--- src/rtl/alu_mdu.sv ---
// Iterative multiply/divide unit owning the HI/LO registers.
// One radix-2 step per cycle: shift-add multiply, restoring divide.
module alu_mdu #(
  parameter int WIDTH = 32,
  parameter int CNTW  = $clog2(WIDTH) + 1
) (
  input  logic             clk,
  input  logic             reset,
  input  logic             en,
  input  logic [5:0]       funct,
  input  logic [WIDTH-1:0] a,
  input  logic [WIDTH-1:0] b,
  output logic [WIDTH-1:0] rdata,
  output logic             busy,
  output logic             stall,
  output logic             done,
  output logic [WIDTH-1:0] hi,
  output logic [WIDTH-1:0] lo
);

  localparam logic [5:0] F_MFHI = 6'b010000;
  localparam logic [5:0] F_MTHI = 6'b010001;
  localparam logic [5:0] F_MFLO = 6'b010010;
  localparam logic [5:0] F_MTLO = 6'b010011;

  typedef enum logic [1:0] {IDLE, RUN, FIX} state_t;

  state_t            state, state_nxt;
  logic [CNTW-1:0]   cnt;
  logic [WIDTH-1:0]  wh, wl, opb;       // working high/low halves, divisor/multiplicand
  logic              is_div, neg_lo, neg_hi, dz;

  // MDU class covers 010000..010011 and 011000..011011
  logic mdu_cls, start, signed_op, a_neg, b_neg;
  logic [WIDTH-1:0] a_mag, b_mag;
  assign mdu_cls   = (funct[5:4] == 2'b01) && !funct[2];
  assign start     = en && (state == IDLE) && (funct[5:2] == 4'b0110);
  assign signed_op = !funct[0];
  assign a_neg     = signed_op && a[WIDTH-1];
  assign b_neg     = signed_op && b[WIDTH-1];
  assign a_mag     = a_neg ? -a : a;
  assign b_mag     = b_neg ? -b : b;

  assign busy  = (state != IDLE);
  assign stall = en && mdu_cls && busy;

  // Register reads only while idle; anything else reads as zero
  always_comb begin
    rdata = '0;
    if (en && !busy) begin
      if (funct == F_MFHI) rdata = hi;
      else if (funct == F_MFLO) rdata = lo;
    end
  end

  // One iteration step for both multiply and divide
  logic [WIDTH:0]   mul_sum, div_sh, div_diff;
  logic             div_ge;
  logic [WIDTH-1:0] wh_nxt, wl_nxt;
  always_comb begin
    mul_sum  = {1'b0, wh} + (wl[0] ? {1'b0, opb} : '0);
    div_sh   = {wh, wl[WIDTH-1]};
    div_diff = div_sh - {1'b0, opb};
    div_ge   = !div_diff[WIDTH];
    if (is_div) begin
      wh_nxt = div_ge ? div_diff[WIDTH-1:0] : div_sh[WIDTH-1:0];
      wl_nxt = {wl[WIDTH-2:0], div_ge};
    end else begin
      wh_nxt = mul_sum[WIDTH:1];
      wl_nxt = {mul_sum[0], wl[WIDTH-1:1]};
    end
  end

  // Sign fix-up: full-width negate for products, per-half for quotient/remainder
  logic [2*WIDTH-1:0] prod_fix;
  logic [WIDTH-1:0]   hi_fix, lo_fix;
  always_comb begin
    prod_fix = neg_lo ? -{wh, wl} : {wh, wl};
    if (is_div) begin
      lo_fix = dz ? '1 : (neg_lo ? -wl : wl);
      hi_fix = neg_hi ? -wh : wh;
    end else begin
      lo_fix = prod_fix[WIDTH-1:0];
      hi_fix = prod_fix[2*WIDTH-1:WIDTH];
    end
  end

  // Next-state logic
  always_comb begin
    state_nxt = state;
    case (state)
      IDLE: if (start) state_nxt = RUN;
      RUN:  if (cnt == CNTW'(WIDTH - 1)) state_nxt = FIX;
      FIX:  state_nxt = IDLE;
      default: state_nxt = IDLE;
    endcase
  end

  // State, datapath and architectural registers
  always_ff @(posedge clk) begin
    if (reset) begin
      state  <= IDLE;
      cnt    <= '0;
      wh     <= '0;
      wl     <= '0;
      opb    <= '0;
      is_div <= 1'b0;
      neg_lo <= 1'b0;
      neg_hi <= 1'b0;
      dz     <= 1'b0;
      done   <= 1'b0;
      hi     <= '0;
      lo     <= '0;
    end else begin
      state <= state_nxt;
      done  <= (state == FIX);
      case (state)
        IDLE: begin
          if (start) begin
            cnt    <= '0;
            is_div <= funct[1];
            wh     <= '0;
            wl     <= funct[1] ? a_mag : b_mag;
            opb    <= funct[1] ? b_mag : a_mag;
            dz     <= funct[1] && (b == '0);
            neg_lo <= a_neg ^ b_neg;
            neg_hi <= a_neg;
          end else if (en && funct == F_MTHI) begin
            hi <= a;
          end else if (en && funct == F_MTLO) begin
            lo <= a;
          end
        end
        RUN: begin
          wh  <= wh_nxt;
          wl  <= wl_nxt;
          cnt <= cnt + 1'b1;
        end
        FIX: begin
          hi <= hi_fix;
          lo <= lo_fix;
        end
        default: ;
      endcase
    end
  end

endmodule

--- config.mk ---
export PLATFORM = sky130hd
export DESIGN_NAME = alu_mdu
export DESIGN_NICKNAME = d
export VERILOG_FILES = /design/src/rtl/alu_mdu.sv
export SDC_FILE = /design/constraint.sdc
export NUM_CORES = 1
export LEC_CHECK = 0
export CORE_MARGIN = 2
export CORE_UTILIZATION = 35
export DETAILED_ROUTE_END_ITERATION = 8
export HOLD_SLACK_MARGIN = 0.08
export PLACE_DENSITY = 0.55
export SYNTH_ARGS = -nofsm -noshare
export SYNTH_HDL_FRONTEND = slang
export SYNTH_SLANG_ARGS = --single-unit
--- constraint.sdc ---
create_clock -name clk -period 2.9 [get_ports clk]
set_input_delay 0.435 -clock clk [delete_from_list [all_inputs] [get_ports clk]]
set_output_delay 0.435 -clock clk [all_outputs]
set_load 0.005 [all_outputs]
Word level (Yosys, flattened, before mapping). Cells that the tools add are included.

Register bits: 173. Bits in latches: 0. Memory bits (writable): 0. Memory bits (read-only): 0. Input bits: 73. Output and inout port bits: 99. Word-level logic and storage cells: 94. Memories kept: 0.

$add $sub $neg: 8. Multiply operators: 0. Divide/modulo/power cells: 0. Order comparisons: 0. Equal/unequal tests: 15. Shift operators: 0. Multiplexer cells: 33. Bitwise gates (word level): 1. Reduce and logical (&&, ||, !) cells: 25.

Operators by type and width (count): 32-bit 2-to-1 mux (23); 32-bit one-hot mux with 2 select lines (4); 32-bit negation (4); 64-bit 2-to-1 mux (1); 64-bit negation (1); 32-bit by 32-bit adder with 33-bit output (1); 33-bit by 32-bit subtractor with 33-bit output (1); 32-bit logical NOT (1); 6-bit by 5-bit equality test with 1-bit output (second input constant) (5); 6-bit one-hot mux with 2 select lines (1); 1-bit logical AND (11); 2-bit inequality test (second input constant) (4); 6-bit by 1-bit adder with 6-bit output (second input constant) (1); 6-bit 2-to-1 mux (1); 2-bit AND reduction (3); 2-bit nonzero test (3); 2-bit by 1-bit equality test with 1-bit output (second input constant) (2); 4-bit by 3-bit equality test with 1-bit output (second input constant) (1); 1-bit logical NOT (4); 2-bit 2-to-1 mux (2); 2-bit by 1-bit inequality test with 1-bit output (second input constant) (2); 2-bit one-hot mux with 2 select lines (1); 4-bit AND reduction (1); 3-bit AND reduction (1); other kinds (3) (3).

Logic depth before layout (Yosys ltp). Gate-level depths: netlist of the first run.

Depth in word-level cells: 6. Gate-level depth with buffers: 15.

Worst setup path after synthesis of the first run. Ideal clock, no wire load.

Path kind: register to register. From: register wl[0]. To: register wh[29]. Data arrival time: 3.083 ns. Path slack: -0.286 ns. Cell stages (with the launch flop): 16. Clock period less this slack: 3.186 ns. Cell sequence: dfxtp_1 -> clkbuf_1 -> and2_1 -> ha_1 -> inv_1 -> fa_1 -> nand2b_1 -> a21oi_1 -> o21bai_1 -> a21oi_1 -> a2bb2oi_1 -> a21o_1 -> a31oi_1 -> o21ai_0 -> xnor2_1 -> a2111oi_2.

Cells in the longest elaborated chain, start to end: 4.

RTL lines: start: declaration (RTL line 30) `logic [WIDTH-1:0] wh, wl, opb;`; start signal: assignment (RTL line 123) `wl <= funct[1] ? a_mag : b_mag;`; start signal: assignment (RTL line 136) `wl <= wl_nxt;`; 32-bit 2-to-1 mux (RTL line 61) `mul_sum = {1'b0, wh} + (wl[0] ? {1'b0, opb} : '0);`; 32-bit by 32-bit adder with 33-bit output (RTL line 61); 32-bit 2-to-1 mux (RTL line 65) `if (is_div) begin`; 32-bit one-hot mux with 2 select lines (RTL line 117) `case (state)`; end signal: assignment (RTL line 135) `wh <= wh_nxt;`; end: declaration (RTL line 30).

No other way between the ends. A chain may end at the register's enable or synchronous reset.

Final worst setup path of the first run.
From: register wl[0]. To: register wh[27].

The elaborated chain is that of the path after synthesis.

==> impl_metrics.ini, run 1 <==
[layout]
post-route-util_pct = 51.1
fillCellCount = 4050
nNetsFinal = 2571
drive_gt1_share_pct = 25.3
n_antenna_cell = 0
design_area_sq_mm = 0.0214
instances_no_fill = 2978
area_growth_pct = 44.7

[worst_setup_path]
worstSetupPathType = reg -> reg
cp_max_fo = 6
worstPathRequired_ns = 3.25
cpMostUsedCell = buf_6
end_kind = flip-flop
slowest_delay_ns = 0.46
path_cells = inv_6 > buf_6 > nor2_1 > ha_1 > buf_6 > buf_4 > nand2_2 > o21bai_4 > a21oi_4 > a2bb2oi_2 > a21o_1 > a311o_1 > a211oi_2 > o21ai_1 > a32o_1
arrival_ns = 3.44
path_buf_inv = 4
slowest_stage = a311o_1
cp-start-kind = flip-flop
cp_top_family = compound AO/OA/AOI/OAI gates

[status]
status = finished, violations left
violations = setup timing

[timing]
holdWs_ns = 0.238
finalHoldViolations = 0
max_freq_mhz = 324
timing.final.crit_share_pct = 106
period_needed_ns = 3.09
skew_ns = 0.0130
drv_slew = 0
setup_viol = 33
relSlewSlack_pct = 38.1
worst_slew_pin_slew_ns = 0.919
rsz0062_at_grt = true
final.setup.tns_ns = -3.07
fin_ws_ns = -0.186

[logic_synthesis]
yosys_warnings = 0
yosysUniqueCellTypes = 87
yosys-top-cells-count = 240 x nor2_1, 200 x nand2_1, 178 x a21oi_1
syn_inst = 1985
syn-num-nets = 2129
ys_ff_latch = 173
synth_edf_count = 0
avgSynthCellArea_sq_um = 7.45
synth_area_leaders = dfxtp_1 23%, xnor2_1 6.8%, mux2i_1 6.1%
syn_area_sq_mm = 0.0148
synth_top_flop_cell = dfxtp_1
ys_async_sr_fraction_pct = 0
synthDominantCellAreaShare_pct = 23.4
yosysSeqAreaShare_pct = 23.4
synth_largest_area_cell = dfxtp_1
yosysMostFrequentCell = nor2_1

[clock_tree]
clk_path_buf_depth = 2
clkTransAtPathRegs_ns = 0.07
worstSkewPairLatency_ns = 0.46
htreeDepth = 4
root_buffer = clkbuf_16
cts_buffers = 17
cts_num_sinks = 173
cts_tree = built

[routing]
ant_nets = 0
drt-initial-drc-count = 1558
wirelength_mm = 65.2
drc = 0
num_vias = 17200
first_pass_iters = 5
vias_per_cell = 5.78
wl_per_cell_microns = 21.9

[die]
ioPinCount = 172
dieWidth_microns = 210
rows = 75
chipHeight_microns = 210
die_area_sq_mm = 0.0439
start_util_pct = 35.3
coreArea_sq_mm = 0.0419

[global_route]
grt_usage_pct = 28.3
grt_overflow = 0
grt_first_pass_wirelength_mm = 95.2
grt_max_degree = 114
grt_pass1_vias = 15800
antenna_found_initial = 0

[worst_hold_path]
worstHoldPathType = in -> reg

[power]
total_power_mw = 6.68
power.density_mw_per_mm2 = 312
irDropWorstVdd_v = 0.000345
cellLeakagePower_nw = 9.12

[run]
drv_cap = 0

[placement]
gp_congestion = 0.936
dp_hpwl_mm = 49.9
portBuffers = 171
dp.cells = 2902
place_area_sq_mm = 0.0194
place_ws_ns = -0.514
## worst paths after layout
| check | depth (start not counted) | startpoint | to | slack [ns] |
|---|---|---|---|---|
| setup / recovery | 15 | wl[0] | wh[27] | -0.19 |
| hold / removal | 2 | reset | opb[13] | 0.24 |
| setup reg to reg | 15 | wl[0] | wh[27] | -0.19 |
| hold reg to reg | 2 | opb[13] | opb[13] | 0.45 |
## per-layer routing
layer,vias up,global-route usage (%),wire length [microns]
met3,100,4.22,4540
li1,8126,-,-
met4,0,8.85,1770
met2,711,43.9,29000
met1,8265,40.4,29800
met5,-,0,0
## power breakdown
| part | total, mW | leakage [nW] | switching [mW] | internal, mW |
|---|---|---|---|---|
| clock | 2.29 | 0.275 | 1.11 | 1.18 |
| combinational | 1.96 | 7.43 | 1.03 | 0.926 |
| sequential | 2.43 | 1.41 | 0.0324 | 2.40 |
## what timing repair did
action                     in CTS  in global routing
hold buffers                    0                  0
pin swaps                      40                 66
gates cloned                    4                  4
setup endpoints to repair      73                 92
gates resized for setup       110                158
buffers inserted               13                 25
## flip-flops by register name (all words and copies together), names as in the netlist
name,flops
cnt,6
done,1
dz,1
hi,32
is_div,1
lo,32
neg_hi,1
neg_lo,1
opb,32
state,2
wh,32
wl,32
## area by class of cell
class	count	area, sq um	share of cell area [%]
repair buffers	563	5000	23.4
flip-flops and latches	173	3500	16.4
clock inverters	14	119	0.556
multi-input cells	1610	11400	53.4
well taps	539	674	3.15
inverters	62	240	1.12
clock buffers	17	425	1.99
## cell families after synthesis
logic type               count (synthesis)  share of synthesized area, %
flip-flops                             173                          23.4
buffers and inverters                  202                          5.28
XOR/XNOR                               170                          10.1
adder cells (fa/ha/maj)                 71                          6.11
multiplexers                            90                          6.09
AO/OA/AOI/OAI                          631                          28.5
AND/OR/NAND/NOR                        648                          20.5
## worst reg2reg max path, delay by kind of cell (launching register included)
kind / cells / cell delay, ns
AO/OA/AOI/OAI: 8 / 1.65
adder cells (fa/ha/maj): 1 / 0.34
buffers and inverters: 4 / 0.48
flip-flops: 1 / 0.37
AND/OR/NAND/NOR: 2 / 0.12
## cells in the final DEF, fill, tap and decap left out, types with 56 or more instances in the layout
cell type and instances:
nor2_1 232, a211oi_1 98, nand2_1 196, ha_1 56, mux2i_1 86, buf_4 360
dfxtp_1 150, clkdlybuf4s50_1 138, a21oi_1 161, xnor2_1 110
Power figures use the tool's default switching activity.
==> run 2: changes to the inputs <==
Settings changed: PLACE_DENSITY 0.55 to 0.53.
Clock period 2.9 ns to 3.75 ns, I/O delays scaled along.
==> run 2 against run 1 <==
The run now ends clean. Worst hold slack improved by 0.16 ns. Fmax fell by 12%. Sequential cell count did not move. Non-clock buffer count fell by 279. Global-route usage fell by 1.4 points. Clock power fell by 19%. Worst setup slack improved by 0.42 ns. First-iteration DRC count fell by 7.6%. Power fell by 28%. Largest power group unchanged.
==> impl_metrics.ini, run 2 (synthesis gave the netlist of run 1 again) <==
[status]
status = complete, no violations

[layout]
n_antenna_cell = 0
drive_gt1_share_pct = 8.70
nNetsFinal = 2292
final_cell_mix = 239 x nor2_1, 200 x nand2_1, 178 x a21oi_1
area_growth_pct = 22.8
mostFrequentLayoutCell = nor2_1
fillCellCount = 4277
post-route-util_pct = 43.4

[timing]
rsz0062_at_grt = false
period_needed_ns = 3.52
timing.final.crit_share_pct = 93.8
drv_slew = 0
relSlewSlack_pct = 19.6
worst_slew_pin_slew_ns = 1.20
max_freq_mhz = 284
skew_ns = 0.0126
setup_viol = 0
fin_ws_ns = 0.232
final.setup.tns_ns = 0
holdWs_ns = 0.393
finalHoldViolations = 0

[placement]
place_ws_ns = 0.117
portBuffers = 171
gp_congestion = 0.919
dp_hpwl_mm = 46.9

[power]
power.density_mw_per_mm2 = 266
irDropWorstVdd_v = 0.000223
switching_share_pct = 32.7
p_int_mw = 3.25
cellLeakagePower_nw = 7.00
seq_power_share_pct = 39.4
clkPwrFrac_pct = 38.6
p_switching_mw = 1.58
comb_power_share_pct = 21.9

[die]
rows = 75
coreArea_sq_mm = 0.0419
dieWidth_microns = 210
die_area_sq_mm = 0.0439
ioPinCount = 172
start_util_pct = 35.3
chipHeight_microns = 210

[worst_setup_path]
cp_max_fo = 15
path_cells = buf_4 > inv_1 > fa_1 > nor2b_1 > o31a_1 > o22ai_2 > o221ai_2 > a31oi_2 > nor4b_4 > nor3_4 > buf_12 > buf_4 > a211oi_1 > a221o_1
cp-start-kind = flip-flop
arrival_ns = 3.87
slowest_delay_ns = 0.47
worstSetupPathType = reg -> reg
slowest_stage = fa_1
path_buf_inv = 4
cp_top_family = compound AO/OA/AOI/OAI gates
end_kind = flip-flop
worstPathRequired_ns = 4.10
cpMostUsedCell = buf_4

[clock_tree]
clk_path_buf_depth = 2
cts_num_sinks = 173
cts_tree = built
clkTransAtPathRegs_ns = 0.07
worstSkewPairLatency_ns = 0.47
htreeDepth = 4
cts_hold_buffers = 0
root_buffer = clkbuf_16
cts_buffers = 17

[global_route]
grt_overflow = 0
grt_pass1_vias = 14700
grt_max_degree = 141
grt_first_pass_wirelength_mm = 90.2
antenna_found_initial = 0
grt_usage_pct = 26.9

[routing]
drt-initial-drc-count = 1439
wl_per_cell_microns = 22.1
wirelength_mm = 59.7
num_vias = 15700
wl_met1_mm = 28.6
route.met3.wl_mm = 4.00
dr.max_layer_used = met4
vias_per_cell = 5.81
first_pass_iters = 6
ant_nets = 0
route.met2.wl_mm = 24.7
drc = 0

[run]
drv_cap = 0

[worst_hold_path]
worstHoldPathType = in -> reg
==> run 2: path summary, 6_finish.rpt <==
check | from | endpoint | cells after the start | slack, ns
max | wh[0] | wh[0] | 14 | 0.23
min | reset | wh[29] | 2 | 0.39
max reg2reg | wh[0] | wh[0] | 14 | 0.23
min reg2reg | opb[3] | opb[3] | 2 | 0.46
==> run 2: power by group through the flow <==
| stage | logic [mW] | clock network, mW | registers [mW] |
|---|---|---|---|
| after floorplan | 0.652 | 0 | 1.92 |
| after global placement | 1.03 | 0 | 1.94 |
| after detailed placement | 1.04 | 0 | 1.94 |
| after CTS | 1.04 | 1.89 | 1.90 |
| after global routing | 1.13 | 1.97 | 1.91 |
| final | 1.06 | 1.86 | 1.90 |
==> run 2: worst register-to-register path, stage by stage (launching register included) <==
cell and delay, ns:
dfxtp_1 0.36, buf_4 0.17, inv_1 0.12, fa_1 0.47, nor2b_1 0.20, o31a_1 0.24, o22ai_2 0.18, o221ai_2 0.30
a31oi_2 0.19, nor4b_4 0.17, nor3_4 0.18, buf_12 0.19, buf_4 0.26, a211oi_1 0.11, a221o_1 0.27
==> run 2: cell type report <==
| cell class | count | area (sq um) | share of cell area, % |
|---|---|---|---|
| multi-input cells | 1610 | 10600 | 58.3 |
| flip-flops and latches | 173 | 3470 | 19.1 |
| repair buffers | 284 | 2620 | 14.4 |
| well taps | 539 | 674 | 3.71 |
| clock buffers | 19 | 443 | 2.44 |
| inverters | 62 | 233 | 1.28 |
| clock inverters | 13 | 145 | 0.799 |
==> run 2: what timing repair did <==
item / in CTS / in global routing
setup buffers: 0 / 0
resized for setup: 0 / 1
endpoints found under the setup margin: 0 / 2
==> run 2: metrics by stage <==
stage	std cells	instance area, sq um	power (mW)
after detailed placement	2668	17600	2.98
after floorplan	1985	14800	2.57
after global routing	2700	18200	5.01
after CTS	2700	18200	4.83
final	2700	18200	4.82
after global placement	2668	17600	2.98
==> run 2: layer usage <==
layer | track usage [%] | up-vias
met5 | 0 | -
met4 | 11.5 | 0
met3 | 4.58 | 76
met2 | 38.7 | 567
met1 | 39.3 | 7468
li1 | - | 7575
==> run 3: changes to the inputs <==
Settings changed: CTS_CLUSTER_DIAMETER set to 80, MAX_ROUTING_LAYER set to met4.
Clock period 3.75 ns to 3.4 ns, I/O delays scaled along.
==> run 3 against run 2 <==
Worst hold slack lost 0.031 ns. Final cell count is 3.2% higher. Clock power grew 11%. Critical path type unchanged. Largest cell class unchanged.
==> impl_metrics.ini, run 3 (synthesis gave the netlist of run 1 again) <==
[die]
coreArea_sq_mm = 0.0419
dieWidth_microns = 210
rows = 75
ioPinCount = 172
chipHeight_microns = 210
start_util_pct = 35.3
die_area_sq_mm = 0.0439

[global_route]
grt_use_met2_pct = 42.3
grt_pass1_vias = 15000
grt_max_degree = 140
antenna_found_initial = 2
grt_overflow = 0
grt_util_met1_pct = 39.8
grt-busiest-layer = met2
use_met3_pct = 3.46
grt_first_pass_wirelength_mm = 92.6
grt_usage_pct = 28.3

[placement]
gp_congestion = 0.958
place_area_sq_mm = 0.0182
portBuffers = 171
dp_hpwl_mm = 48.0
dp.cells = 2746

[clock_tree]
cts_tree = built
cts_buffers = 17
cts_hold_buffers = 0
root_buffer = clkbuf_16
clk_path_buf_depth = 2
worstSkewPairLatency_ns = 0.46
htreeDepth = 4
clkTransAtPathRegs_ns = 0.08
cts_num_sinks = 173

[worst_setup_path]
slowest_stage = a311o_1
end_kind = flip-flop
worstPathRequired_ns = 3.75
arrival_ns = 3.60
slowest_delay_ns = 0.46
cpMostUsedCell = buf_4
cp-start-kind = flip-flop
cp_max_fo = 5
path_cells = clkinvlp_4 > buf_4 > nor2_1 > ha_1 > buf_4 > a21oi_1 > nand3b_1 > a2bb2oi_2 > a21o_1 > a311o_1 > a211oi_1 > o21ai_0 > a32o_1
r2r_cells = 13
worstSetupPathType = reg -> reg

[routing]
drc = 0
ant_nets = 0
first_pass_iters = 8
wirelength_mm = 61.6
num_vias = 16200
drt-initial-drc-count = 1628
wl_per_cell_microns = 22.1
vias_per_cell = 5.82

[layout]
seqCellArea_sq_mm = 0.00347
design_area_sq_mm = 0.0189
drive_gt1_share_pct = 12.8
area_growth_pct = 27.8
instances_no_fill = 2786
final_cell_mix = 239 x nor2_1, 200 x nand2_1, 192 x buf_4
mostFrequentLayoutCell = nor2_1
fillCellCount = 4283
multiInputGateArea_sq_mm = 0.0107
nNetsFinal = 2376

[run]
drv_cap = 0

[timing]
drv_slew = 0
final.setup.tns_ns = 0
rsz0062_at_grt = false
skew_ns = 0.0154
worst_slew_pin_slew_ns = 1.35
relSlewSlack_pct = 9.25
setup_viol = 0
period_needed_ns = 3.25
holdWs_ns = 0.362
timing.final.crit_share_pct = 95.7
finalHoldViolations = 0
max_freq_mhz = 307

[power]
cellLeakagePower_nw = 7.40
power.density_mw_per_mm2 = 289
irDropWorstVdd_v = 0.000245

[worst_hold_path]
min_path_cells = 2
worstHoldPathType = in -> reg

[status]
status = complete, no violations
## run 3: cell types whose count changed in the layout (fill, tap and decap cells not counted), moves of 2 or more
cell | before | now
diode_2 | 0 | 2
o21ai_1 | 14 | 18
inv_1 | 61 | 59
buf_4 | 110 | 192
dfxtp_1 | 171 | 169
o21ai_0 | 85 | 80
a21oi_2 | 1 | 6
clkinvlp_4 | 1 | 3
a21oi_1 | 178 | 173
ha_2 | 0 | 2
ha_1 | 69 | 67
dfxtp_2 | 2 | 4
## run 3: layout make-up
cell class | instances | area share [%]
Multi-Input combinational cell | 1610 | 56.4
Sequential cell | 173 | 18.4
Timing Repair Buffer | 367 | 17.2
Tap cell | 539 | 3.57
Clock buffer | 19 | 2.34
Inverter | 62 | 1.25
Clock inverter | 13 | 0.795
Timing Repair inverter | 1 | 0.0397
Antenna cell | 2 | 0.0265
## run 3: critical path, delay by kind of cell, from the launching register on
| kind | cells | cell delay [ns] |
|---|---|---|
| compound gates | 7 | 1.71 |
| buf+inv | 3 | 0.55 |
| flops | 1 | 0.42 |
| fa+ha+maj | 1 | 0.25 |
| simple gates | 2 | 0.23 |
## run 3: final timing paths
check / startpoint / endpoint / slack [ns]
setup reg to reg: wl[0] / wh[27] / 0.15
hold / removal: reset / wh[31] / 0.36
hold reg to reg: opb[13] / opb[13] / 0.45
setup / recovery: wl[0] / wh[27] / 0.15
## run 3: report_power, final
| group | switching (mW) | total, mW | internal, mW |
|---|---|---|---|
| logic | 0.733 | 1.29 | 0.555 |
| registers | 0.0435 | 2.09 | 2.05 |
| clock network | 1.01 | 2.07 | 1.06 |
## run 3: what timing repair did
| item | CTS | global route |
|---|---|---|
| cloned | 0 | 1 |
| endpoints found under the setup margin | 13 | 15 |
| pin swaps | 1 | 8 |
| resized for setup | 1 | 25 |
| setup buffers | 4 | 1 |
## run 3: routing by layer
metal	part of all wire (%)	vias up
met1	47	7820
met3	6.0	71
met2	44	568
met5	0	-
li1	-	7747
met4	2.6	0
## run 3: per-stage QoR
stage	power (mW)	setup WS [ns]	utilization, %
floorplan	2.84	0.214	-
global placement	3.35	-0.0795	43.4
detailed placement	3.35	-0.130	43.4
CTS	5.45	0.0523	44.9
global route	5.66	0.00675	45.1
finish	5.45	0.148	45.1
